==> src/rtl/riscv_lsu_pkg.sv <==
`default_nettype none
// ============================================================================
// riscv_lsu_pkg : shared types and request-legality helpers for the LSU
// Revision 1.0
// ============================================================================
package riscv_lsu_pkg;

   typedef enum logic [1:0] {
      ST_IDLE = 2'b00,
      ST_REQ  = 2'b01,
      ST_WAIT = 2'b10,
      ST_RESP = 2'b11
   } lsu_state_e;

   localparam logic [2:0] F3_B  = 3'b000;
   localparam logic [2:0] F3_H  = 3'b001;
   localparam logic [2:0] F3_W  = 3'b010;
   localparam logic [2:0] F3_BU = 3'b100;
   localparam logic [2:0] F3_HU = 3'b101;

   typedef enum logic [1:0] {
      ERR_NONE     = 2'b00,
      ERR_MISALIGN = 2'b01,
      ERR_FUNCT3   = 2'b10,
      ERR_TIMEOUT  = 2'b11
   } lsu_err_e;

   function automatic logic f3_illegal(input logic we, input logic [2:0] f3);
      if (we)
         return f3[2];
      return (f3 == 3'b011) || (f3 == 3'b110) || (f3 == 3'b111);
   endfunction

   // Width is encoded in funct3[1:0]; byte accesses are always aligned.
   function automatic logic is_misaligned(input logic [2:0] f3, input logic [1:0] addr_lo);
      case (f3[1:0])
         2'b01:   return addr_lo[0];
         2'b10:   return addr_lo != 2'b00;
         default: return 1'b0;
      endcase
   endfunction

endpackage
`default_nettype wire

==> src/rtl/riscv_lsu_align.sv <==
`default_nettype none
// ============================================================================
// riscv_lsu_align : byte enables, store lane replication, load shift/extend
// Revision 1.0
// ============================================================================
module riscv_lsu_align
   import riscv_lsu_pkg::*;
(
   input  logic [2:0]  funct3,
   input  logic [1:0]  addr_lo,
   input  logic [31:0] store_data,
   input  logic [31:0] load_raw,
   output logic [3:0]  be,
   output logic [31:0] store_lanes,
   output logic [31:0] load_data
);

   logic [31:0] shifted;

   always_comb begin
      shifted     = load_raw >> {addr_lo, 3'b000};
      be          = 4'b1111;
      store_lanes = store_data;
      load_data   = shifted;

      case (funct3[1:0])
         2'b00: begin
            be          = 4'b0001 << addr_lo;
            store_lanes = {4{store_data[7:0]}};
         end
         2'b01: begin
            be          = addr_lo[1] ? 4'b1100 : 4'b0011;
            store_lanes = {2{store_data[15:0]}};
         end
         default: begin
            be          = 4'b1111;
            store_lanes = store_data;
         end
      endcase

      case (funct3)
         F3_B:    load_data = {{24{shifted[7]}}, shifted[7:0]};
         F3_H:    load_data = {{16{shifted[15]}}, shifted[15:0]};
         F3_BU:   load_data = {24'd0, shifted[7:0]};
         F3_HU:   load_data = {16'd0, shifted[15:0]};
         default: load_data = shifted;
      endcase
   end

endmodule
`default_nettype wire

==> src/rtl/riscv_lsu.sv <==
`default_nettype none
// ============================================================================
// riscv_lsu : RV32I load/store unit driving a req/gnt/rvalid data bus
// Revision 1.0
// ============================================================================
module riscv_lsu
   import riscv_lsu_pkg::*;
#(
   parameter int TIMEOUT = 255
) (
   input  logic        clk,
   input  logic        a_rst,
   input  logic        lsu_valid,
   input  logic        lsu_we,
   input  logic [2:0]  lsu_funct3,
   input  logic [31:0] lsu_addr,
   input  logic [31:0] lsu_wdata,
   output logic        lsu_ready,
   output logic        lsu_busy,
   output logic        lsu_done,
   output logic        lsu_err,
   output logic [1:0]  lsu_err_code,
   output logic [31:0] lsu_rdata,
   output logic        mem_req,
   input  logic        mem_gnt,
   output logic        mem_we,
   output logic [31:0] mem_addr,
   output logic [3:0]  mem_be,
   output logic [31:0] mem_wdata,
   input  logic        mem_rvalid,
   input  logic [31:0] mem_rdata
);

   localparam logic [9:0] TMO_LAST = 10'(TIMEOUT - 1);

   lsu_state_e  state;
   lsu_err_e    err_q;
   logic        we_q;
   logic [2:0]  f3_q;
   logic [31:0] addr_q;
   logic [31:0] wdata_q;
   logic [31:0] rdata_q;
   logic [9:0]  cnt;

   logic [3:0]  be_w;
   logic [31:0] lanes_w;
   logic [31:0] ext_w;

   riscv_lsu_align u_align (
      .funct3      (f3_q),
      .addr_lo     (addr_q[1:0]),
      .store_data  (wdata_q),
      .load_raw    (mem_rdata),
      .be          (be_w),
      .store_lanes (lanes_w),
      .load_data   (ext_w)
   );

   always_ff @(posedge clk or posedge a_rst) begin
      if (a_rst) begin
         state   <= ST_IDLE;
         err_q   <= ERR_NONE;
         we_q    <= 1'b0;
         f3_q    <= 3'b000;
         addr_q  <= 32'd0;
         wdata_q <= 32'd0;
         rdata_q <= 32'd0;
         cnt     <= 10'd0;
      end else begin
         case (state)
            ST_IDLE: begin
               if (lsu_valid) begin
                  we_q    <= lsu_we;
                  f3_q    <= lsu_funct3;
                  addr_q  <= lsu_addr;
                  wdata_q <= lsu_wdata;
                  rdata_q <= 32'd0;
                  cnt     <= 10'd0;
                  if (f3_illegal(lsu_we, lsu_funct3)) begin
                     err_q <= ERR_FUNCT3;
                     state <= ST_RESP;
                  end else if (is_misaligned(lsu_funct3, lsu_addr[1:0])) begin
                     err_q <= ERR_MISALIGN;
                     state <= ST_RESP;
                  end else begin
                     err_q <= ERR_NONE;
                     state <= ST_REQ;
                  end
               end
            end
            // Timeout wins over a grant or response arriving in its final cycle.
            ST_REQ: begin
               cnt <= cnt + 10'd1;
               if (cnt == TMO_LAST) begin
                  err_q <= ERR_TIMEOUT;
                  state <= ST_RESP;
               end else if (mem_gnt) begin
                  state <= ST_WAIT;
               end
            end
            ST_WAIT: begin
               cnt <= cnt + 10'd1;
               if (cnt == TMO_LAST) begin
                  err_q <= ERR_TIMEOUT;
                  state <= ST_RESP;
               end else if (mem_rvalid) begin
                  rdata_q <= we_q ? 32'd0 : ext_w;
                  state   <= ST_RESP;
               end
            end
            ST_RESP: state <= ST_IDLE;
            default: state <= ST_IDLE;
         endcase
      end
   end

   assign lsu_ready    = (state == ST_IDLE);
   assign lsu_done     = (state == ST_RESP);
   assign lsu_busy     = lsu_valid & ~lsu_done;
   assign lsu_err      = lsu_done & (err_q != ERR_NONE);
   assign lsu_err_code = lsu_done ? err_q : ERR_NONE;
   assign lsu_rdata    = lsu_done ? rdata_q : 32'd0;

   // Bus outputs are driven only while requesting, so reset clears them at once.
   assign mem_req   = (state == ST_REQ);
   assign mem_we    = mem_req & we_q;
   assign mem_addr  = mem_req ? {addr_q[31:2], 2'b00} : 32'd0;
   assign mem_be    = mem_req ? be_w : 4'b0000;
   assign mem_wdata = (mem_req & we_q) ? lanes_w : 32'd0;

endmodule
`default_nettype wire
==> config.mk <==
export PLATFORM = sky130hd
export DESIGN_NAME = riscv_lsu
export DESIGN_NICKNAME = d
export VERILOG_FILES = /design/src/rtl/riscv_lsu_pkg.sv /design/src/rtl/riscv_lsu_align.sv /design/src/rtl/riscv_lsu.sv
export SDC_FILE = /design/constraint.sdc
export NUM_CORES = 1
export LEC_CHECK = 0
export BUFFER_PORTS_ARGS = -buffer_cell sky130_fd_sc_hd__buf_2
export CELL_PAD_IN_SITES_DETAIL_PLACEMENT = 0
export CELL_PAD_IN_SITES_GLOBAL_PLACEMENT = 1
export CORE_MARGIN = 2
export CORE_UTILIZATION = 41
export DETAILED_ROUTE_END_ITERATION = 7
export PLACE_DENSITY_LB_ADDON = 0.08
export SYNTH_ARGS = -nofsm -noshare
export SYNTH_HDL_FRONTEND = slang
export SYNTH_SLANG_ARGS = --single-unit
==> constraint.sdc <==
create_clock -name clk -period 11.15 [get_ports clk]
set_clock_uncertainty 0.05 [all_clocks]
set_input_delay 2.23 -clock clk [delete_from_list [all_inputs] [get_ports clk]]
set_output_delay 2.23 -clock clk [all_outputs]
set_load 0.03 [all_outputs]
==> run metrics, run 1 <==
outcome finished clean; Max FO, Critical Path 7; Netlist Area Pre-Place 6280 µm²; drt wl/cell 17.3 µm; WHS Path Cells 1; CP Launch Point lsu_valid; worst path arrival time 2740 ps; Hold EP rdata_q[20]; via count 5287; Synth top cells by count dfrtp_1 (114), mux2_2 (66), and2_1 (64), nand2_1 (51), nor2_1 (36); Die Wd 128 µm; top cell type's share of synthesized area 45.4%; Top FF cell, synth dfrtp_1; reg-to-reg critical path startpoint state[0]; Tot GR Track Use 21.3%; number of I/O pins 213; DIE HEIGHT 128 µm; DRC Markers 0; cell taking the most area after synthesis dfrtp_1; WHS 429 ps; GRT Residual Overflow 0; FMAX 199 MHz; yosys warns 0; routability cong. 0.827; minimum clock period 5020 ps; Synth Instances 602; largest net degree at the start of global routing 74; Leakage 0.00406 µW; first-pass GRT wire length 27400 µm; number of DRC markers in iteration 0 289; share of layout cells above drive strength 1 40.2%; # clock sinks 114; Mean Syn Cell Area 10.4 µm²; Seq/Total Area, Yosys 45.4%; Setup CP Type input pin to primary output; Power, Total 2420 µW; Reg2Reg Setup Slack 7980 ps; Max VDD drop 144 µV; total routed wirelength 17200 µm; antenna-violating nets left 0; Finished Cell Area 8010 µm²; Post-synth EDFFs 0; Hold Crit Start rdata_q[20]; CTS clk-pin slew, worst paths 50 ps; max_cap viols 0; relative slew slack 15.1%; hold buffers post-CTS 0; Pre-Repair DR Iteration Count 5; Max clock buf depth 2; Placement Cell Area 7420 µm²; reg-to-reg endpoint rdata_q[11]; DIE AREA 16300 µm²; cells resized by post-CTS repair 0; IO buf count 210; fin nets 907; most frequent cell after synthesis dfrtp_1; largest cells by area after synthesis dfrtp_1 (45%), mux2_2 (12%), and2_1 (6.4%); Layout Utilization 53.1%; starting density of the core 41.6%; clk root buf clkbuf_16; H-tree lvl count 4; Setup crit end kind primary output; initial antenna violation count 2; reg2reg path depth 5; synth unique cells 53; share of flip-flops with an asynchronous set or reset 100%; CP Data Required Time 8870 ps; setup_tns 0 ps; dpl hpwl 11800 µm; Rows 45; power per cell area 302 nW/µm²; Post-CTS Setup Bufs 0; worst skew pair latency 410 ps; Area Growth Syn to Fin 27.5%; Final Hold Viols 0; final setup vio count 0; core area 15100 µm²; fin crit share 45.0%; Synth Register Bits 114; HP Class flop to flop; DR vias/cell 5.32; CTS buffer count 17; Final Max Slew Viols 0; Critical Path Source Type input pin; unrepaired setup endpoints after global routing no; slew at the pin closest to its max-slew limit 1270 ps; CTS tree built; vias in the first global route 5407
[cell families (layout without fill, tap and decap cells)]
family | count (synthesis) | after routing | synth area share, %
other | 1 | 3 | 0.0597
AO/OA/AOI/OAI | 115 | 115 | 13.1
adder cells (fa/ha/maj) | 9 | 9 | 1.79
multiplexers | 103 | 103 | 17.9
buffers and inverters | 60 | 262 | 4.30
flip-flops | 114 | 114 | 45.4
XOR/XNOR | 5 | 5 | 0.697
AND/OR/NAND/NOR | 195 | 195 | 16.7
[layout make-up]
type                            count  area (µm²)
Fill cell                        1406        7080
Timing Repair Buffer              217        1100
Tap cell                          188         235
Inverter                           14        55.1
Multi-Input combinational cell    429        3180
Clock buffer                       22         454
Sequential cell                   114        2850
Antenna cell                        1        2.50
Clock inverter                      9         133
[worst max path at each step]
stage / end / slack, ps / cells past startpoint
after floorplan: addr_q[0] / 5850 / 1
after global placement: lsu_busy / 6130 / 3
after detailed placement: lsu_busy / 6120 / 3
after CTS: lsu_busy / 6120 / 3
after global routing: mem_wdata[13] / 6020 / 6
final: lsu_busy / 6130 / 3
[flip-flops by register name, indices dropped and copies added (netlist names)]
register	count
state	2
rdata_q	32
addr_q	32
f3_q	3
wdata_q	32
we_q	1
cnt	10
err_q	2
[cell usage in the layout, fill, tap and decap left out, types with 3 or more instances in the layout]
cell         n
nor2b_1     10
inv_1       13
a211o_1      7
and3_1       9
o21ai_0     26
a2bb2oi_1    9
nand2b_1     4
buf_2      210
bufinv_16    3
clkbuf_16   17
mux2_2      66
nor2_1      36
a21oi_1     26
a32o_1      23
mux2i_1     35
buf_4        7
a22o_1      10
ha_1         9
nand3_1      3
nand2_1     50
and2_1      64
xor2_1       3
dfrtp_1    114
clkbuf_1     4
[layer usage]
layer / global-route usage, % / wire length [µm] / vias to the layer above
met1: 26.3 / 7240 / 2578
met4: 8.02 / 375 / 2
met3: 7.10 / 1300 / 31
li1: - / - / 2498
met5: 0 / 13 / -
met2: 34.8 / 8250 / 178
[worst max-delay path, stage by stage]
cell     delay (ps)
buf_2           160
nor2b_1         140
buf_2           220
[stage by stage]
step | setup slack, ps | std cells
after floorplan | 5850 | 603
after global placement | 6130 | 962
after detailed placement | 6120 | 962
after CTS | 6120 | 993
after global routing | 6020 | 993
final | 6130 | 994
[report_power, final]
group | leakage [µW] | internal (µW) | switching (µW)
clock | 0.000280 | 356 | 189
sequential | 0.00141 | 596 | 143
combinational | 0.00237 | 458 | 679
total | 0.00406 | 1410 | 1010
Power figures use the tool's default switching activity.
==> inputs of run 2 (changes only) <==
- CORE_UTILIZATION: 41 -> 35
- clock period: 11.15 -> 4.56 ns (I/O delays scaled with it)
==> run 2 against run 1 <==
Compared with the run above:
- flip-flop and latch count unchanged
- via count shrank 0.55%
- worst hold slack better by 2.5 ps
- combinational power is 150% higher
- wire length is 4.3% higher
==> run metrics, run 2 (synthesized netlist as in run 1, its figures left out) <==
Die Wd 138 µm (was 128 µm); Area Growth Syn to Fin 28.8% (was 27.5%); Rows 48 (was 45); relative slew slack 22.2% (was 15.1%); slew at the pin closest to its max-slew limit 1170 ps (was 1270 ps); vias in the first global route 5425 (was 5407); outcome finished clean (unchanged); Setup CP Type flop to primary output (was input pin to primary output); routability cong. 0.775 (was 0.827); reg2reg path depth 6 (was 5); Final Hold Viols 0 (unchanged); Max VDD drop 354 µV (was 144 µV); number of DRC markers in iteration 0 218 (was 289); cells along the critical path inv_1, ha_1, buf_4, nand2_1, a21oi_1, buf_2 (was buf_2, nor2b_1, buf_2); IO buf count 210 (unchanged); unrepaired setup endpoints after global routing no (unchanged); max_cap viols 0 (unchanged); dpl hpwl 12600 µm (was 11800 µm); Pre-Repair DR Iteration Count 4 (was 5); minimum clock period 3550 ps; DRC Markers 0 (unchanged); crit-path max cell delay 560 ps (was 220 ps); Hold Crit Start rdata_q[22] (was rdata_q[20]); # fillers 1761 (was 1406); cells resized by post-CTS repair 0 (unchanged); Post-CTS Setup Bufs 0 (unchanged); GRT Residual Overflow 0 (unchanged); # clock sinks 114 (unchanged); DIE HEIGHT 138 µm (was 128 µm); Max FO, Critical Path 42 (was 7); power per cell area 738 nW/µm² (was 302 nW/µm²); worst path arrival time 2580 ps (was 2740 ps); HP Class flop to flop (unchanged); first-pass GRT wire length 28200 µm (was 27400 µm); starting density of the core 36.1% (was 41.6%); Max clock buf depth 2 (unchanged); drt wl/cell 17.3 µm (about the same); CTS tree built (unchanged); final setup vio count 0 (unchanged); initial antenna violation count 7 (was 2); Largest regs addr_q (32), rdata_q (32), wdata_q (32) (unchanged); fin crit share 77.7%; largest net degree at the start of global routing 74 (unchanged); Final Max Slew Viols 0 (unchanged); number of I/O pins 213 (unchanged); total routed wirelength 17900 µm (was 17200 µm); core area 17400 µm² (was 15100 µm²); hold buffers post-CTS 0 (unchanged); reg-to-reg endpoint rdata_q[8] (was rdata_q[11]); CTS buffer count 17 (unchanged); worst skew pair latency 410 ps (about the same); Tot GR Track Use 19.4% (was 21.3%); setup_tns 0 ps (unchanged); commonest cells after routing, fill and taps aside buf_2 (210), dfrtp_1 (114), mux2_2 (66) (unchanged); DR vias/cell 5.07 (was 5.32); reg-to-reg critical path startpoint state[0] (unchanged); FMAX 282 MHz; antenna-violating nets left 0 (unchanged); Hold EP rdata_q[22] (was rdata_q[20]); WHS Path Cells 1 (unchanged); H-tree lvl count 4 (unchanged); CP Data Required Time 3600 ps (was 8870 ps); Layout Utilization 46.5% (was 53.1%); via count 5258 (was 5287); Post-Layout Cell Count 1037 (was 994); clk root buf clkbuf_16 (unchanged); Reg2Reg Setup Slack 1750 ps (was 7980 ps); CP max-delay cell nand2_1 (was buf_2); share of layout cells above drive strength 1 40.6% (was 40.2%); Leakage 0.00408 µW (was 0.00406 µW); Setup crit end kind primary output (unchanged); commonest non-fill, non-tap cell in the layout buf_2 (unchanged); Critical Path Source Type flop (was input pin); Post-Place Cells 1001 (was 962); DIE AREA 19000 µm² (was 16300 µm²); fin nets 909 (was 907); CTS clk-pin slew, worst paths 50 ps (about the same)
==> run 2: cell count changes in the layout (fill, tap and decap cells not counted), sizes merged <==
| cell | delta |
|---|---|
| clkinv | +1 |
| clkbuf | -1 |
| diode | +4 |
| buf | +2 |
==> run 2: layout make-up <==
cell class / instances / area (µm²) / area share (%)
Antenna cell: 5 / 12.5 / 0.155
Clock buffer: 21 / 460 / 5.69
Clock inverter: 10 / 134 / 1.65
Inverter: 14 / 55.1 / 0.680
Multi-Input combinational cell: 429 / 3180 / 39.3
Sequential cell: 114 / 2850 / 35.3
Tap cell: 225 / 282 / 3.48
Timing Repair Buffer: 219 / 1120 / 13.8
==> run 2: stage by stage <==
| stage | hold WS, ps | setup WS [ps] | total power (µW) | area [µm²] |
|---|---|---|---|---|
| global route | 452 | 739 | 6390 | 8090 |
| CTS | 437 | 988 | 6030 | 8080 |
| floorplan | 408 | 582 | 3920 | 6290 |
| finish | 431 | 1010 | 5970 | 8090 |
| global placement | 417 | 1560 | 4620 | 7480 |
| detailed placement | 425 | 1440 | 4670 | 7480 |
==> run 2: worst max-delay path by stage <==
stage / end / depth (start not counted) / start / slack (ps)
after floorplan: addr_q[0] / 1 / a_rst / 580
after global placement: mem_wdata[11] / 6 / state[1] / 1560
after detailed placement: mem_wdata[14] / 6 / state[1] / 1440
after CTS: mem_wdata[14] / 6 / state[1] / 990
after global routing: mem_wdata[14] / 6 / state[1] / 740
final: mem_wdata[14] / 6 / state[1] / 1010
==> run 2: per-layer routing <==
metal | vias to the layer above | routed length, µm | global-route usage, %
li1 | 2513 | - | -
met1 | 2548 | 7630 | 23.5
met2 | 163 | 8580 | 32.0
met3 | 30 | 1330 | 6.73
met4 | 4 | 365 | 7.03
met5 | - | 24 | 0
==> run 2: power breakdown <==
part | switching (µW) | total (µW) | leakage, µW | internal (µW)
sequential | 364 | 1820 | 0.00141 | 1460
combinational | 1680 | 2810 | 0.00238 | 1130
clock | 460 | 1340 | 0.000289 | 880
==> run 2: worst max-delay path: cells and delay by family, from the launching register on <==
kind / cells / cell delay, ps
buffers and inverters: 3 / 690
AND/OR/NAND/NOR: 1 / 560
flip-flops: 1 / 420
AO/OA/AOI/OAI: 1 / 320
adder cells (fa/ha/maj): 1 / 150
